<file path="src/rtl/axi_read_arbiter.sv">
//------------------------------------------------------------------------------
// Module      : axi_read_arbiter
// Description : Two-to-one single-beat AXI read arbiter (instruction/data ports)
//               serialising reads onto one memory master, one outstanding.
// Revision    : 1.0 - initial release
//------------------------------------------------------------------------------
`default_nettype none

module axi_read_arbiter #(
    parameter int ADDR_WIDTH = 32,
    parameter int DATA_WIDTH = 32,
    parameter int D_PRIORITY = 0
) (
    input  logic                  clk,
    input  logic                  rst,
    input  logic                  s_i_arvalid,
    output logic                  s_i_arready,
    input  logic [ADDR_WIDTH-1:0] s_i_araddr,
    output logic                  s_i_rvalid,
    input  logic                  s_i_rready,
    output logic [DATA_WIDTH-1:0] s_i_rdata,
    output logic [1:0]            s_i_rresp,
    output logic                  s_i_rlast,
    input  logic                  s_d_arvalid,
    output logic                  s_d_arready,
    input  logic [ADDR_WIDTH-1:0] s_d_araddr,
    output logic                  s_d_rvalid,
    input  logic                  s_d_rready,
    output logic [DATA_WIDTH-1:0] s_d_rdata,
    output logic [1:0]            s_d_rresp,
    output logic                  s_d_rlast,
    output logic                  m_arvalid,
    input  logic                  m_arready,
    output logic [ADDR_WIDTH-1:0] m_araddr,
    input  logic                  m_rvalid,
    output logic                  m_rready,
    input  logic [DATA_WIDTH-1:0] m_rdata,
    input  logic [1:0]            m_rresp,
    input  logic                  m_rlast
);

    typedef enum logic [1:0] {
        IDLE = 2'd0,
        ADDR = 2'd1,
        DATA = 2'd2,
        RESP = 2'd3
    } state_t;

    localparam logic c_DPRIO = (D_PRIORITY != 0);

    state_t                  r_state;
    logic                    r_grant;       // 1 = data port
    logic                    r_last_grant;  // 1 = data port
    logic [ADDR_WIDTH-1:0]   r_addr_q;
    logic [DATA_WIDTH-1:0]   r_rdata_q;
    logic [1:0]              r_rresp_q;
    logic                    r_rlast_q;
    logic                    r_arvalid;
    logic                    r_rready;
    logic                    r_i_rvalid;
    logic                    r_d_rvalid;

    logic                    w_pick_d;
    logic                    w_ar_fire;
    logic                    w_s_rready;

    // On a tie the port that did not win last time goes next, unless the
    // data port is configured to always win.
    always_comb begin
        w_pick_d = 1'b0;
        if (s_d_arvalid && !s_i_arvalid) begin
            w_pick_d = 1'b1;
        end else if (s_d_arvalid && s_i_arvalid) begin
            w_pick_d = c_DPRIO || !r_last_grant;
        end
    end

    assign s_i_arready = (r_state == IDLE) && s_i_arvalid && !w_pick_d;
    assign s_d_arready = (r_state == IDLE) && s_d_arvalid &&  w_pick_d;
    assign w_ar_fire   = s_i_arready || s_d_arready;
    assign w_s_rready  = r_grant ? s_d_rready : s_i_rready;

    always_ff @(posedge clk) begin
        if (rst) begin
            r_state      <= IDLE;
            r_grant      <= 1'b0;
            r_last_grant <= 1'b1;
            r_addr_q     <= '0;
            r_rdata_q    <= '0;
            r_rresp_q    <= 2'b00;
            r_rlast_q    <= 1'b0;
            r_arvalid    <= 1'b0;
            r_rready     <= 1'b0;
            r_i_rvalid   <= 1'b0;
            r_d_rvalid   <= 1'b0;
        end else begin
            case (r_state)
                IDLE: begin
                    if (w_ar_fire) begin
                        r_grant   <= w_pick_d;
                        r_addr_q  <= w_pick_d ? s_d_araddr : s_i_araddr;
                        r_arvalid <= 1'b1;
                        r_state   <= ADDR;
                    end
                end
                ADDR: begin
                    if (m_arready) begin
                        r_arvalid <= 1'b0;
                        r_rready  <= 1'b1;
                        r_state   <= DATA;
                    end
                end
                DATA: begin
                    if (m_rvalid) begin
                        r_rdata_q  <= m_rdata;
                        r_rresp_q  <= m_rresp;
                        r_rlast_q  <= m_rlast;
                        r_rready   <= 1'b0;
                        r_i_rvalid <= !r_grant;
                        r_d_rvalid <= r_grant;
                        r_state    <= RESP;
                    end
                end
                RESP: begin
                    if (w_s_rready) begin
                        r_i_rvalid   <= 1'b0;
                        r_d_rvalid   <= 1'b0;
                        r_last_grant <= r_grant;
                        r_state      <= IDLE;
                    end
                end
                default: r_state <= IDLE;
            endcase
        end
    end

    assign m_arvalid  = r_arvalid;
    assign m_araddr   = r_addr_q;
    assign m_rready   = r_rready;

    // Response payload is shared; only the granted port's rvalid qualifies it.
    assign s_i_rvalid = r_i_rvalid;
    assign s_i_rdata  = r_rdata_q;
    assign s_i_rresp  = r_rresp_q;
    assign s_i_rlast  = r_rlast_q;
    assign s_d_rvalid = r_d_rvalid;
    assign s_d_rdata  = r_rdata_q;
    assign s_d_rresp  = r_rresp_q;
    assign s_d_rlast  = r_rlast_q;

endmodule

`default_nettype wire
</file>
<file path="config.mk">
export PLATFORM = sky130hd
export DESIGN_NAME = axi_read_arbiter
export DESIGN_NICKNAME = d
export VERILOG_FILES = /design/src/rtl/axi_read_arbiter.sv
export SDC_FILE = /design/constraint.sdc
export NUM_CORES = 1
export LEC_CHECK = 0
export CAP_MARGIN = 40
export CORE_MARGIN = 2
export CORE_UTILIZATION = 40
export DETAILED_ROUTE_END_ITERATION = 10
export PLACE_DENSITY = 0.92
export SLEW_MARGIN = 20
export SYNTH_ARGS = -nofsm -noshare
export SYNTH_HDL_FRONTEND = slang
export SYNTH_SLANG_ARGS = --single-unit
</file>
<file path="constraint.sdc">
create_clock -name clk -period 2.85 [get_ports clk]
set_input_delay 0.4275 -clock clk [delete_from_list [all_inputs] [get_ports clk]]
set_output_delay 0.4275 -clock clk [all_outputs]
set_load 0.02 [all_outputs]
</file>
==> results.json <==
{
  "status": "complete, no violations",
  "min_path_cells": 2,
  "drc": 0,
  "cts_sinks": 75,
  "viasPerCell": 4.856,
  "holdBufCountCts": 0,
  "synthMuxAreaShare_pct": 10.36,
  "dpl.hpwl_um": 7479,
  "final_area_um2": 5537,
  "relSlewSlack_pct": 48.41,
  "die_area_um2": 9209,
  "cts_tree": "yes",
  "core_um2": 8217,
  "setup_violations": 0,
  "synth_top_area_share_pct": 44.38,
  "slowest_delay_ns": 0.63,
  "fin_skew_ns": 0.008697,
  "port_buffers": 214,
  "htreeDepth": 3,
  "syn_nets": 499,
  "clk_pin_slew_ns": 0.07,
  "regToRegStartpoint": "r_state[1]",
  "powerDensity_nw_per_um2": 755.6,
  "slowest_stage": "clkdlybuf4s50_1",
  "start_util_pct": 41.18,
  "dieHeight_um": 95.97,
  "fin_crit_sh_pct": 84.16,
  "avgRoutedWirePerCell_um": 14.57,
  "insertion_delay_ns": 0.34,
  "layout_common_cells": "clkdlybuf4s50_1, nand2_1, dfxtp_1",
  "synth-seq-cells": 75,
  "num_vias": 3234,
  "drive_gt1_share_pct": 4.991,
  "drv_slew": 0,
  "grt_max_degree": 65,
  "ctsResizeCount": 0,
  "fin_ws_ns": 0.4516,
  "rrSetupSlack_ns": 1.17,
  "worst-path-max-fanout": 5,
  "synthToLayoutAreaGrowth_pct": 63.65,
  "rr_endpoint": "m_araddr[8]",
  "rsz0062_at_grt": "false",
  "cts_made_buffers": 9,
  "pin_count": 215,
  "hold_end": "s_d_rdata[26]",
  "drt.antenna.violating_nets": 0,
  "worst_slew_pin_slew_ns": 0.7739,
  "reg2reg_depth": 6,
  "clk_path_buf_depth": 2,
  "grt_overflow_total": 0,
  "yosys.area_share.simple_pct": 14.13,
  "drt_iter0_drc": 76,
  "max_freq_mhz": 416.9,
  "criticalPathCategory": "input port to output pin",
  "critPathLaunchType": "input port",
  "synth_top_family_by_area": "compound AO/OA/AOI/OAI gates",
  "dp.cells": 650,
  "synth_top_area_cell": "dfxtp_1",
  "yosysWarnings": 0,
  "syn_area_um2": 3383,
  "p_leak_nw": 2.008,
  "antenna_found_initial": 0,
  "yosys.area_share.xor_xnor_pct": 0,
  "dpl_worst_slack_ns": 0.4440,
  "gp_congestion": 0.7748,
  "layout.nets": 668,
  "grt_pass1_vias": 3099,
  "place_area_um2": 5296,
  "syn_inst": 387,
  "grt_pass1_wl_um": 14560,
  "yosysSeqAreaShare_pct": 44.38,
  "hold_ws_ns": 0.4747,
  "setup_tns_ns": 0,
  "worstHoldStart": "s_d_rdata[26]",
  "cp.arrival_ns": 1.97,
  "die_w_um": 95.97,
  "wl_um": 9706,
  "first_pass_iters": 4,
  "rows": 33,
  "drv_cap": 0,
  "end_kind": "output pin",
  "antenna_cells": 0,
  "postCtsSetupRepairBufs": 0,
  "finalHoldViolCount": 0,
  "yosysUniqueCellTypes": 23,
  "synth_fa_ha_area_share_pct": 1.849,
  "mostFrequentLayoutCell": "clkdlybuf4s50_1",
  "path_cells": "clkdlybuf4s50_1 -> a21boi_4 -> and2_2 -> clkdlybuf4s50_1",
  "ir_drop_mv": 0.4332,
  "path_common_cell": "clkdlybuf4s50_1",
  "worstHoldPathType": "register to register",
  "cts-root-buf": "clkbuf_8",
  "avgSynthCellArea_um2": 8.742,
  "period_needed_ns": 2.398,
  "track_usage_pct": 20.43,
  "synth_compound_area_share_pct": 16.16,
  "cp.required_ns": 2.42,
  "synthTopCellsByArea": "dfxtp_1, mux2i_1, nand2_1",
  "instances_no_fill": 666
}
worst max path at each step:
stage / from / endpoint / slack, ns
after global placement: s_d_arvalid / s_d_arready / 0.52
after detailed placement: s_d_arvalid / s_d_arready / 0.44
after global routing: s_d_arvalid / s_d_arready / 0.41
after floorplan: s_d_arvalid / s_i_arready / 1.27
after CTS: s_d_arvalid / s_d_arready / 0.46
final: s_d_arvalid / s_d_arready / 0.45
sequential cells by signal, indices dropped and copies added (netlist names):
signal	cells
s_d_rlast	1
s_i_rvalid	1
r_grant	1
m_araddr	32
s_d_rresp	2
r_state	2
s_d_rdata	32
r_last_grant	1
m_rready	1
s_d_rvalid	1
m_arvalid	1
area by class of cell:
| class | instances | area [µm²] |
|---|---|---|
| Clock buffer | 9 | 123.9 |
| Timing Repair Buffer | 219 | 2200 |
| Tap cell | 105 | 131.4 |
| Clock inverter | 7 | 116.4 |
| Multi-Input combinational cell | 248 | 1453 |
| Fill cell | 652 | 2680 |
| Sequential cell | 75 | 1501 |
| Inverter | 3 | 11.26 |
Yosys cell counts (all sizes together):
cell type,number
nand2,77
dfxtp,75
buf,50
a21oi,43
nor2,40
mux2i,35
a211oi,34
clkbuf,11
ha,5
nor2b,4
inv,3
o21ai,3
and2,2
a21boi,1
a311oi,1
a41o,1
o211ai,1
o311ai,1
where the power goes:
group          switching [mW]  internal (mW)
logic                   0.937          0.853
registers               0.145           1.28
clock network           0.391          0.580
total                    1.47           2.71
metrics by stage:
stage	utilization, %	total power, mW
floorplan	-	2.501
global placement	64.46	3.176
detailed placement	64.46	3.244
CTS	67.38	4.229
global route	67.38	4.440
finish	67.38	4.183
worst max-delay path: cells and delay by family:
| family | cells | cell delay (ns) |
|---|---|---|
| compound gates | 1 | 0.21 |
| buf+inv | 2 | 1.16 |
| simple gates | 1 | 0.17 |
cells by family (layout without fill, tap and decap cells):
logic type / Yosys count / after routing
AND/OR/NAND/NOR: 123 / 123
AO/OA/AOI/OAI: 85 / 85
flip-flops: 75 / 75
buffers and inverters: 64 / 238
multiplexers: 35 / 35
adder cells (fa/ha/maj): 5 / 5
routing by layer:
layer	GRT usage, %	share of wire, %
met4	6.190	0.96
met1	21.94	38
met3	8.614	11
met5	0	0
met2	36.36	50
Power figures use the tool's default switching activity.
